<file path="src/rtl/swap_pkg.sv">
// swap_pkg
// Shared definitions for the swap/copy memory engine:
//   - cmd_op encodings (NOP, SWAP, COPY, reserved)
//   - FSM state type used by swap_mem_engine
// No ports; imported by the engine.
package swap_pkg;

    localparam logic [1:0] OP_NOP  = 2'b00;
    localparam logic [1:0] OP_SWAP = 2'b01;
    localparam logic [1:0] OP_COPY = 2'b10;
    localparam logic [1:0] OP_RSVD = 2'b11;

    typedef enum logic [2:0] {
        ST_IDLE = 3'd0,
        ST_RD   = 3'd1,
        ST_WR_A = 3'd2,
        ST_WR_B = 3'd3,
        ST_DONE = 3'd4,
        ST_ERR  = 3'd5
    } state_t;

endpackage

</file>
<file path="src/rtl/swap_mem_engine_if.sv">
// swap_mem_engine_if
// Bundles the host write port, host read port and command/status signals
// of the swap/copy memory engine.
//   master : host side (drives we/addr_w/data_w, addr_r, cmd_*)
//   slave  : engine side (drives wr_ready, data_r, cmd_ready, busy, done, err)
interface swap_mem_engine_if #(
    parameter int ADDR_WIDTH = 7,
    parameter int DATA_WIDTH = 8
);
    logic                  we;
    logic [ADDR_WIDTH-1:0] addr_w;
    logic [DATA_WIDTH-1:0] data_w;
    logic                  wr_ready;
    logic [ADDR_WIDTH-1:0] addr_r;
    logic [DATA_WIDTH-1:0] data_r;
    logic                  cmd_valid;
    logic                  cmd_ready;
    logic [1:0]            cmd_op;
    logic [ADDR_WIDTH-1:0] cmd_addr_a;
    logic [ADDR_WIDTH-1:0] cmd_addr_b;
    logic                  busy;
    logic                  done;
    logic                  err;

    modport master (
        output we, addr_w, data_w, addr_r,
        output cmd_valid, cmd_op, cmd_addr_a, cmd_addr_b,
        input  wr_ready, data_r, cmd_ready, busy, done, err
    );

    modport slave (
        input  we, addr_w, data_w, addr_r,
        input  cmd_valid, cmd_op, cmd_addr_a, cmd_addr_b,
        output wr_ready, data_r, cmd_ready, busy, done, err
    );

endinterface

</file>
<file path="src/rtl/swap_reg_array.sv">
// swap_reg_array
// DEPTH-word register file with one synchronous write port, two
// asynchronous read ports and an asynchronous clear of every word.
//   clk, reset_n        : clock, async active-low clear
//   we, addr_w, data_w  : write port (out-of-range addresses ignored)
//   addr_0 / data_0     : read port 0 (0 when out of range)
//   addr_1 / data_1     : read port 1 (0 when out of range)
module swap_reg_array #(
    parameter int ADDR_WIDTH = 7,
    parameter int DATA_WIDTH = 8,
    parameter int DEPTH      = 2**ADDR_WIDTH
) (
    input  logic                  clk,
    input  logic                  reset_n,
    input  logic                  we,
    input  logic [ADDR_WIDTH-1:0] addr_w,
    input  logic [DATA_WIDTH-1:0] data_w,
    input  logic [ADDR_WIDTH-1:0] addr_0,
    output logic [DATA_WIDTH-1:0] data_0,
    input  logic [ADDR_WIDTH-1:0] addr_1,
    output logic [DATA_WIDTH-1:0] data_1
);

    logic [DATA_WIDTH-1:0] mem [DEPTH];

    always_ff @(posedge clk or negedge reset_n) begin
        if (!reset_n) begin
            for (int i = 0; i < DEPTH; i++) begin
                mem[i] <= '0;
            end
        end else if (we && (32'(addr_w) < DEPTH)) begin
            mem[addr_w] <= data_w;
        end
    end

    assign data_0 = (32'(addr_0) < DEPTH) ? mem[addr_0] : '0;
    assign data_1 = (32'(addr_1) < DEPTH) ? mem[addr_1] : '0;

endmodule

</file>
<file path="src/rtl/swap_mem_engine.sv">
// swap_mem_engine
// Host-writable register memory with a command engine that swaps two words
// or copies word A to word B.
//   clk      : clock, all state on rising edge
//   reset_n  : async active-low reset (state IDLE, memory and temps cleared)
//   bus      : swap_mem_engine_if.slave -- host write/read ports, command
//              handshake (cmd_valid/cmd_ready/cmd_op/cmd_addr_a/cmd_addr_b)
//              and status (busy, done, err)
// Build option: define SWAP_COPY_EN to enable the COPY op; otherwise op 10
// is rejected like the reserved op.
module swap_mem_engine
    import swap_pkg::*;
#(
    parameter int ADDR_WIDTH = 7,
    parameter int DATA_WIDTH = 8,
    parameter int DEPTH      = 2**ADDR_WIDTH
) (
    input  logic             clk,
    input  logic             reset_n,
    swap_mem_engine_if.slave bus
);

    state_t                state;
    state_t                state_next;
    logic [1:0]            op_q;
    logic [ADDR_WIDTH-1:0] addr_a_q;
    logic [ADDR_WIDTH-1:0] addr_b_q;
    logic [DATA_WIDTH-1:0] tmp_a;
    logic [DATA_WIDTH-1:0] tmp_b;

    logic                  op_legal;
    logic                  cmd_legal;
    logic                  idle;
    logic                  mem_we;
    logic [ADDR_WIDTH-1:0] mem_addr_w;
    logic [DATA_WIDTH-1:0] mem_data_w;
    logic [ADDR_WIDTH-1:0] fsm_rd_addr;
    logic [DATA_WIDTH-1:0] fsm_rd_data;

    // Read port 0 serves the host; read port 1 belongs to the FSM.
    swap_reg_array #(
        .ADDR_WIDTH (ADDR_WIDTH),
        .DATA_WIDTH (DATA_WIDTH),
        .DEPTH      (DEPTH)
    ) u_array (
        .clk     (clk),
        .reset_n (reset_n),
        .we      (mem_we),
        .addr_w  (mem_addr_w),
        .data_w  (mem_data_w),
        .addr_0  (bus.addr_r),
        .data_0  (bus.data_r),
        .addr_1  (fsm_rd_addr),
        .data_1  (fsm_rd_data)
    );

    // Command legality: both addresses implemented and a supported op.
    always_comb begin
`ifdef SWAP_COPY_EN
        op_legal = (bus.cmd_op != OP_RSVD);
`else
        op_legal = (bus.cmd_op == OP_NOP) || (bus.cmd_op == OP_SWAP);
`endif
        cmd_legal = op_legal
                 && (32'(bus.cmd_addr_a) < DEPTH)
                 && (32'(bus.cmd_addr_b) < DEPTH);
    end

    always_ff @(posedge clk or negedge reset_n) begin
        if (!reset_n) begin
            state <= ST_IDLE;
        end else begin
            state <= state_next;
        end
    end

    always_comb begin
        state_next = state;
        case (state)
            ST_IDLE: begin
                if (bus.cmd_valid) begin
                    if (!cmd_legal)               state_next = ST_ERR;
                    else if (bus.cmd_op == OP_NOP) state_next = ST_DONE;
                    else                          state_next = ST_RD;
                end
            end
`ifdef SWAP_COPY_EN
            ST_RD:   state_next = (op_q == OP_SWAP) ? ST_WR_A : ST_WR_B;
`else
            ST_RD:   state_next = ST_WR_A;
`endif
            ST_WR_A: state_next = ST_WR_B;
            ST_WR_B: state_next = ST_DONE;
            ST_DONE: state_next = ST_IDLE;
            ST_ERR:  state_next = ST_IDLE;
            default: state_next = ST_IDLE;
        endcase
    end

    // With only one FSM read port, a SWAP reads B in RD and A in WR_A.
    // Host writes are blocked while busy, so the value of A seen in WR_A
    // (before that edge's write lands) is the same as in RD.
    always_comb begin
        idle        = (state == ST_IDLE);
        mem_we      = idle && bus.we && (32'(bus.addr_w) < DEPTH);
        mem_addr_w  = bus.addr_w;
        mem_data_w  = bus.data_w;
        fsm_rd_addr = addr_a_q;
        case (state)
            ST_RD: begin
                fsm_rd_addr = (op_q == OP_SWAP) ? addr_b_q : addr_a_q;
            end
            ST_WR_A: begin
                mem_we     = 1'b1;
                mem_addr_w = addr_a_q;
                mem_data_w = tmp_b;
            end
            ST_WR_B: begin
                mem_we     = 1'b1;
                mem_addr_w = addr_b_q;
                mem_data_w = tmp_a;
            end
            default: ;
        endcase
        bus.wr_ready  = idle;
        bus.cmd_ready = idle;
        bus.busy      = !idle;
        bus.done      = (state == ST_DONE);
        bus.err       = (state == ST_ERR);
    end

    // Command latching and operand temporaries.
    always_ff @(posedge clk or negedge reset_n) begin
        if (!reset_n) begin
            op_q     <= OP_NOP;
            addr_a_q <= '0;
            addr_b_q <= '0;
            tmp_a    <= '0;
            tmp_b    <= '0;
        end else begin
            if (idle && bus.cmd_valid) begin
                op_q     <= bus.cmd_op;
                addr_a_q <= bus.cmd_addr_a;
                addr_b_q <= bus.cmd_addr_b;
            end
            if (state == ST_RD) begin
                if (op_q == OP_SWAP) tmp_b <= fsm_rd_data;
                else                 tmp_a <= fsm_rd_data;
            end
            if (state == ST_WR_A) begin
                tmp_a <= fsm_rd_data;
            end
        end
    end

endmodule

</file>
<file path="src/flat_wrapper.sv">
// flat-port wrapper written by rule: the top's interface ports become plain ports
module swap_mem_engine_flat import swap_pkg::*;
#(
    parameter int ADDR_WIDTH = 7,
    parameter int DATA_WIDTH = 8,
    parameter int DEPTH      = 2**ADDR_WIDTH
)
  (clk, reset_n, bus_we, bus_addr_w, bus_data_w, bus_addr_r, bus_cmd_valid, bus_cmd_op, bus_cmd_addr_a, bus_cmd_addr_b, bus_wr_ready, bus_data_r, bus_cmd_ready, bus_busy, bus_done, bus_err);
  swap_mem_engine_if #(.ADDR_WIDTH(ADDR_WIDTH), .DATA_WIDTH(DATA_WIDTH)) bus_i ();
  input  logic clk;
  input  logic reset_n;
  input wire logic [$bits(bus_i.we)-1:0] bus_we;
  input wire logic [$bits(bus_i.addr_w)-1:0] bus_addr_w;
  input wire logic [$bits(bus_i.data_w)-1:0] bus_data_w;
  input wire logic [$bits(bus_i.addr_r)-1:0] bus_addr_r;
  input wire logic [$bits(bus_i.cmd_valid)-1:0] bus_cmd_valid;
  input wire logic [$bits(bus_i.cmd_op)-1:0] bus_cmd_op;
  input wire logic [$bits(bus_i.cmd_addr_a)-1:0] bus_cmd_addr_a;
  input wire logic [$bits(bus_i.cmd_addr_b)-1:0] bus_cmd_addr_b;
  output wire logic [$bits(bus_i.wr_ready)-1:0] bus_wr_ready;
  output wire logic [$bits(bus_i.data_r)-1:0] bus_data_r;
  output wire logic [$bits(bus_i.cmd_ready)-1:0] bus_cmd_ready;
  output wire logic [$bits(bus_i.busy)-1:0] bus_busy;
  output wire logic [$bits(bus_i.done)-1:0] bus_done;
  output wire logic [$bits(bus_i.err)-1:0] bus_err;
  assign bus_i.we = bus_we;
  assign bus_i.addr_w = bus_addr_w;
  assign bus_i.data_w = bus_data_w;
  assign bus_i.addr_r = bus_addr_r;
  assign bus_i.cmd_valid = bus_cmd_valid;
  assign bus_i.cmd_op = bus_cmd_op;
  assign bus_i.cmd_addr_a = bus_cmd_addr_a;
  assign bus_i.cmd_addr_b = bus_cmd_addr_b;
  assign bus_wr_ready = bus_i.wr_ready;
  assign bus_data_r = bus_i.data_r;
  assign bus_cmd_ready = bus_i.cmd_ready;
  assign bus_busy = bus_i.busy;
  assign bus_done = bus_i.done;
  assign bus_err = bus_i.err;
  swap_mem_engine #(.ADDR_WIDTH(ADDR_WIDTH), .DATA_WIDTH(DATA_WIDTH), .DEPTH(DEPTH)) u_core (.clk(clk), .reset_n(reset_n), .bus(bus_i));
endmodule
</file>
<file path="config.mk">
export PLATFORM = sky130hd
export DESIGN_NAME = swap_mem_engine_flat
export DESIGN_NICKNAME = d
export VERILOG_FILES = /design/src/rtl/swap_pkg.sv /design/src/rtl/swap_mem_engine_if.sv /design/src/rtl/swap_reg_array.sv /design/src/rtl/swap_mem_engine.sv /design/src/flat_wrapper.sv
export SDC_FILE = /design/constraint.sdc
export NUM_CORES = 2
export LEC_CHECK = 0
export BUFFER_PORTS_ARGS = -buffer_cell sky130_fd_sc_hd__buf_2
export CELL_PAD_IN_SITES_DETAIL_PLACEMENT = 0
export CELL_PAD_IN_SITES_GLOBAL_PLACEMENT = 1
export CORE_ASPECT_RATIO = 0.8
export CORE_MARGIN = 2
export CORE_UTILIZATION = 50
export DETAILED_ROUTE_END_ITERATION = 7
export PLACE_DENSITY_LB_ADDON = 0.1
export RECOVER_POWER = 100
export SLEW_MARGIN = 15
export SYNTH_ARGS = -nofsm -noshare
export SYNTH_HDL_FRONTEND = slang
export SYNTH_SLANG_ARGS = --single-unit
export TNS_END_PERCENT = 5
</file>
<file path="constraint.sdc">
create_clock -name clk -period 4.8 [get_ports clk]
set_clock_uncertainty 0.2 [all_clocks]
set_input_delay 0.96 -clock clk [delete_from_list [all_inputs] [get_ports clk]]
set_output_delay 0.96 -clock clk [all_outputs]
set_load 0.01 [all_outputs]
</file>
### After elaboration in Yosys (flattened, before gate mapping)

Index checks and enable logic that the tools add are counted.
Widths: inputs -> output; s select.

| cells by class | value |
|---|---|
| $lt $le $gt $ge | 4 |
| eq/ne operators | 9 |
| multiplexer cells | 21 |
| bitwise gates (word level) | 3 |
| reduce and logical (&&, ||, !) cells | 11 |

Operator list:

| cell | number |
|---|---|
| $bwmux 1024 | 1 |
| $bmux 8 s7 | 2 |
| $mux 8 | 8 |
| $demux 8 s7 | 1 |
| $ge 8x8->1 const B | 3 |
| $not 7->8 | 3 |
| $pmux 8 s2 | 1 |
| $mux 7 | 2 |
| $pmux 7 s2 | 1 |
| $pmux 3 s4 | 1 |
| $mux 3 | 3 |
| $lt 8x1->1 const B | 1 |
| $eq 3x2->1 const B | 2 |
| $eq 3x3->1 const B | 2 |
| $eq 2x1->1 const B | 2 |
| $ne 2x2->1 const B | 2 |
| $reduce_and 2->1 | 2 |
| $eq 3x1->1 const B | 1 |
| $logic_and 1x1->1 | 3 |
| $logic_not 3->1 | 1 |
| $logic_not 2->1 | 1 |
| $reduce_bool 2->1 | 1 |
| $reduce_or 2->1 | 1 |
| $logic_not 1->1 | 1 |
| other kinds (2) | 2 |

| storage, ports and cells | value |
|---|---|
| bits in registers | 1059 |
| input port bits | 42 |
| output and inout port bits | 13 |
| word-level logic and storage cells | 182 |

### Depth between registers and ports, before layout

| logic depth | value |
|---|---|
| depth after elaboration | 10 |
| gate-level depth with buffers | 13 |
| gate-level depth less buffers | 8 |

### Modules after synthesis

Synthesis repeated with hierarchy kept, for this count alone.

| second synthesis, totals | value |
|---|---|
| cell total of the unflattened synthesis | 3392 |
| area total of the unflattened synthesis | 56540.5 µm² |

By module, submodules not included:

| module | times used | cells each | area each (µm²) | sequential area each (µm²) |
|---|---|---|---|---|
| swap_reg_array | 1 | 3199 | 54448.5 | 25624.6 |
| swap_mem_engine | 1 | 193 | 2092.0 | 875.8 |

### Worst setup path before layout

No wires, ideal clock.

| timing | value |
|---|---|
| path kind | input to output |
| from | input port bus_addr_r[0] |
| to | output port bus_data_r[0] |
| arrival time | 3.376 ns |
| required time | 3.640 ns |
| path slack | 0.264 ns |
| stages | 6 |
| path buffers | 2 |
| cell sequence | clkbuf_1 buf_1 mux4_2 mux4_2 mux4_2 mux2_2 |

| on the way | value |
|---|---|
| word-level cells in the longest chain between the ends | 4 |

RTL lines:

| element | line | RTL |
|---|---|---|
| start, declared | flat_wrapper.sv:15 | `input wire logic [$bits(bus_i.addr_r)-1:0] bus_addr_r;` |
| $not 7->8 (implied by the code) | swap_reg_array.sv:36 | `assign data_0 = (32'(addr_0) < DEPTH) ? mem[addr_0] : '0;` |
| $bmux 8 s7 | swap_reg_array.sv:36 |  |
| $mux 8 (implied by the code) (2 in a row) | swap_reg_array.sv:36 |  |
| end, declared | flat_wrapper.sv:21 | `output wire logic [$bits(bus_i.data_r)-1:0] bus_data_r;` |

No other way between the ends. The select of a mux whose other input is x is not followed.

### Worst setup path after layout

| timing | value |
|---|---|
| from | register u_core.state[1] |
| to | register u_core.tmp_b[7] |

| on the way | value |
|---|---|
| word-level cells in the longest chain between the ends | 6 |
| elaborated cells between the ends (all ways) | 7 |
| classes of those cells | eq/ne: 1; mux: 4; bitwise: 1; reduce/logical: 1 |

RTL lines:

| element | line | RTL |
|---|---|---|
| start, declared | swap_mem_engine.sv:23 | `state_t state;` |
| start signal, assigned | swap_mem_engine.sv:73 | `state <= state_next;` |
| $eq 3x1->1 (*) | swap_mem_engine.sv:109, swap_mem_engine.sv:146 |  |
| $mux 7 | swap_mem_engine.sv:109 | `case (state)` |
| $not 7->8 (implied by the code) | swap_reg_array.sv:37 | `assign data_1 = (32'(addr_1) < DEPTH) ? mem[addr_1] : '0;` |
| $bmux 8 s7 | swap_reg_array.sv:37 |  |
| $mux 8 (implied by the code) (2 in a row) | swap_reg_array.sv:37 |  |
| end signal, assigned | swap_mem_engine.sv:147 | `if (op_q == OP_SWAP) tmp_b <= fsm_rd_data;` |
| end, declared | swap_mem_engine.sv:29 | `logic [DATA_WIDTH-1:0] tmp_b;` |

Every way passes the cells marked *; elsewhere a longest branch is shown, timed or not. The select of a mux whose other input is x is not followed.
A chain may end at the register's enable or synchronous reset.

==> out/metrics.cfg <==
[grt]
grt_max_degree = 125
grt_pass1_vias = 48170
grt_pass1_wl_mm = 381
antenna_found_initial = 18
grt_util_all_layers_pct = 43.8
grt_overflow = 0

[cts]
cts_buffers = 112
clockBufferDepth = 3
cts_tree = done
cts.htree.levels = 3
cts.reportedPaths.clkPinSlew_ps = 60
clkLatencyLatePin_ps = 770
cts_sinks = 1059
cts-root-buf = clkbuf_16

[finish]
fin_cells = 7337
area_delta_synth_final_pct = 12.0
fillers = 10288
final_layout_size_suffix_gt1_share_pct = 23.2
final-seq-area_mm2 = 0.0265
nNetsFinal = 5726
stdcell_area_mm2 = 0.0666
multi_input_area_mm2 = 0.0307
fin_util_pct = 56.3

[yosys]
avgSynthCellArea_um2 = 10.3
synth-edff-count = 0
synth-seq-area-share_pct = 44.6
synth-seq-cells = 1059
syn_area_mm2 = 0.0595
yosys_warnings = 0
syn_inst = 5775
synthArstFlopShare_pct = 100
synth_nets = 5817
synth_ff_type = dfrtp_1
synth.distinct_cells = 74

[worst_setup_path]
reg2reg_to = u_core.tmp_b[7]$_DFFE_PN0P_
path_max_fanout = 20
reg2reg_from = u_core.state[1]$_DFFE_PN0P_
startpoint = u_core.state[1]$_DFFE_PN0P_
arrival_ps = 5310
criticalPathCategory = reg -> reg
cp-end-kind = flip-flop
start_kind = flip-flop
reg2reg_depth = 10
cp.required_ps = 5230
rrSetupSlack_ps = -80

[timing]
worst_pin_slew_ps = 3000
setup_ws_ps = -84.8
final_hold_viol_count = 0
slew_headroom_pct = -100
fin_crit_ps = 4880
hold_slack_ps = 228
setup_viol = 4
max_freq_mhz = 205
fin_crit_sh_pct = 102
tns_ps = -217
slew_violations = 108

[placed_design]
dp_hpwl_mm = 188
place_inst = 7107
place_area_mm2 = 0.0628
routabilityCongestion = 1.07
port_buffers = 54
pre_cts_ws_ps = -101

[detailed_routing]
dr.first_iter.drc_count = 7883
ant_nets = 0
wl_mm = 269
routedWlPerCell_um = 36.6
via_per_inst = 7.17
via_count = 52594
post-route-drc-count = 0
dr.pass1.iters = 7

[outcome]
violations = max-capacitance violations, max-slew violations, negative setup slack
status = finished with violations

[power]
leakage_nw = 27.5
power_density_mw_per_mm2 = 696
ir_drop_uv = 679
finalPower_mw = 46.4

[min_path]
hold_end = u_core.addr_b_q[0]$_DFFE_PN0P_
hp-class = in -> reg
hp-start = bus_cmd_addr_b[0]
worstHoldPathCells = 3

[die]
die_h_um = 313
core-area_mm2 = 0.118
die_w_um = 390
num_io_pins = 55
start_util_pct = 50.3
core.rowCount = 113
die-area_mm2 = 0.122

[flow_run]
maxCapViolCount = 3

layer usage:
layer | vias to the layer above | GRT usage [%] | share of wire [%]
li1 | 21345 | - | -
met1 | 26450 | 63.0 | 40
met2 | 4135 | 54.9 | 38
met3 | 644 | 22.7 | 17
met4 | 20 | 16.7 | 4.9
met5 | - | 2.59 | 0.21
worst max-delay path, stage by stage (launching register included):
cell	delay (ps)
dfrtp_1	500
and4bb_1	260
buf_4	230
nand3_4	370
a22o_1	840
a21oi_1	90
a211oi_1	1080
o22ai_1	580
o31ai_1	370
buf_4	150
o21ai_1	40
area by class of cell:
cell class              instances  share of cell area [%]
multi-input cells            4119                    46.0
flip-flops and latches       1059                    39.8
repair buffers                381                    5.27
clock buffers                 156                    4.89
well taps                    1552                    2.91
clock inverters                53                    1.06
inverters                      11                  0.0620
diodes                          6                  0.0225
what timing repair did:
action | in CTS | in global routing
endpoints found under the setup margin | 8 | 6
cloned | 3 | 4
resized for setup | 20 | 6
setup buffers | 5 | 6
hold buffers | 0 | 0
power by group:
group / switching, mW / internal (mW)
Combinational: 13.9 / 6.80
Sequential: 4.24 / 12.0
Clock: 3.98 / 5.50
Total: 22.1 / 24.3
layout by cell type, fill, tap and decap left out, types with 14 or more instances in the layout:
master / netlist / layout
buf_12: 0 / 58
a2111oi_0: 18 / 14
nand2_1: 792 / 791
mux2_2: 400 / 390
clkbuf_1: 421 / 66
nor2_1: 56 / 72
o221ai_1: 16 / 16
dfrtp_1: 1059 / 1056
o22ai_1: 32 / 32
buf_2: 106 / 41
a211oi_1: 107 / 106
a211o_1: 16 / 16
mux2i_1: 48 / 47
mux2_1: 56 / 58
nor3_1: 14 / 16
buf_4: 16 / 200
o22a_1: 16 / 16
clkbuf_8: 0 / 25
a311oi_1: 88 / 88
nand2b_1: 50 / 50
clkinv_2: 0 / 20
bufinv_16: 0 / 14
a21oi_1: 188 / 187
nand3_1: 579 / 579
clkbuf_16: 0 / 118
mux4_2: 336 / 336
o211a_1: 46 / 46
o21ai_1: 14 / 14
and3_1: 28 / 27
a31oi_1: 63 / 63
o21ai_0: 983 / 974
cells by family (layout without fill, tap and decap cells):
family	Yosys count	after routing	synth area share, %
other	0	6	0
buffers and inverters	597	601	4.19
AND/OR/NAND/NOR	1621	1621	12.6
AO/OA/AOI/OAI	1657	1657	16.4
multiplexers	841	841	22.2
flip-flops	1059	1059	44.6
cell usage after synthesis, drive strengths merged, types with 12 or more instances:
| cell | n | area share, % |
|---|---|---|
| dfrtp | 1059 | 45 |
| o21ai | 1005 | 8.5 |
| nand2 | 794 | 5.0 |
| nand3 | 581 | 4.9 |
| mux2 | 456 | 8.6 |
| clkbuf | 421 | 2.7 |
| mux4 | 336 | 13 |
| a21oi | 190 | 1.6 |
| buf | 165 | 1.5 |
| a211oi | 107 | 1.4 |
| nor2 | 89 | 0.79 |
| a311oi | 88 | 1.3 |
| a31oi | 64 | 0.68 |
| nand2b | 51 | 0.54 |
| mux2i | 49 | 0.85 |
| o211a | 46 | 0.77 |
| o22ai | 32 | 0.34 |
| and3 | 28 | 0.29 |
| nor3 | 21 | 0.25 |
| nor4 | 20 | 0.37 |
| a2111oi | 18 | 0.27 |
| a211o | 16 | 0.24 |
| o221ai | 16 | 0.24 |
| o22a | 16 | 0.24 |
| a221oi | 12 | 0.18 |
worst max-delay path by stage:
stage | endpoint | slack [ps]
6_report | u_core.tmp_b[7]$_DFFE_PN0P_ | -80
5_1_grt | bus_data_r[6] | -8
4_1_cts | bus_data_r[3] | -5
3_5_place_dp | bus_data_r[0] | -100
3_3_place_gp | bus_data_r[6] | -80
2_1_floorplan | bus_data_r[0] | 260
flip-flops by register name, summed over array words and instances (netlist names):
signal              flops
u_core.addr_a_q         7
u_core.op_q             2
u_core.u_array.mem   1024
u_core.state            3
u_core.addr_b_q         7
u_core.tmp_a            8
u_core.tmp_b            8
(Power assumes the default switching activity.)
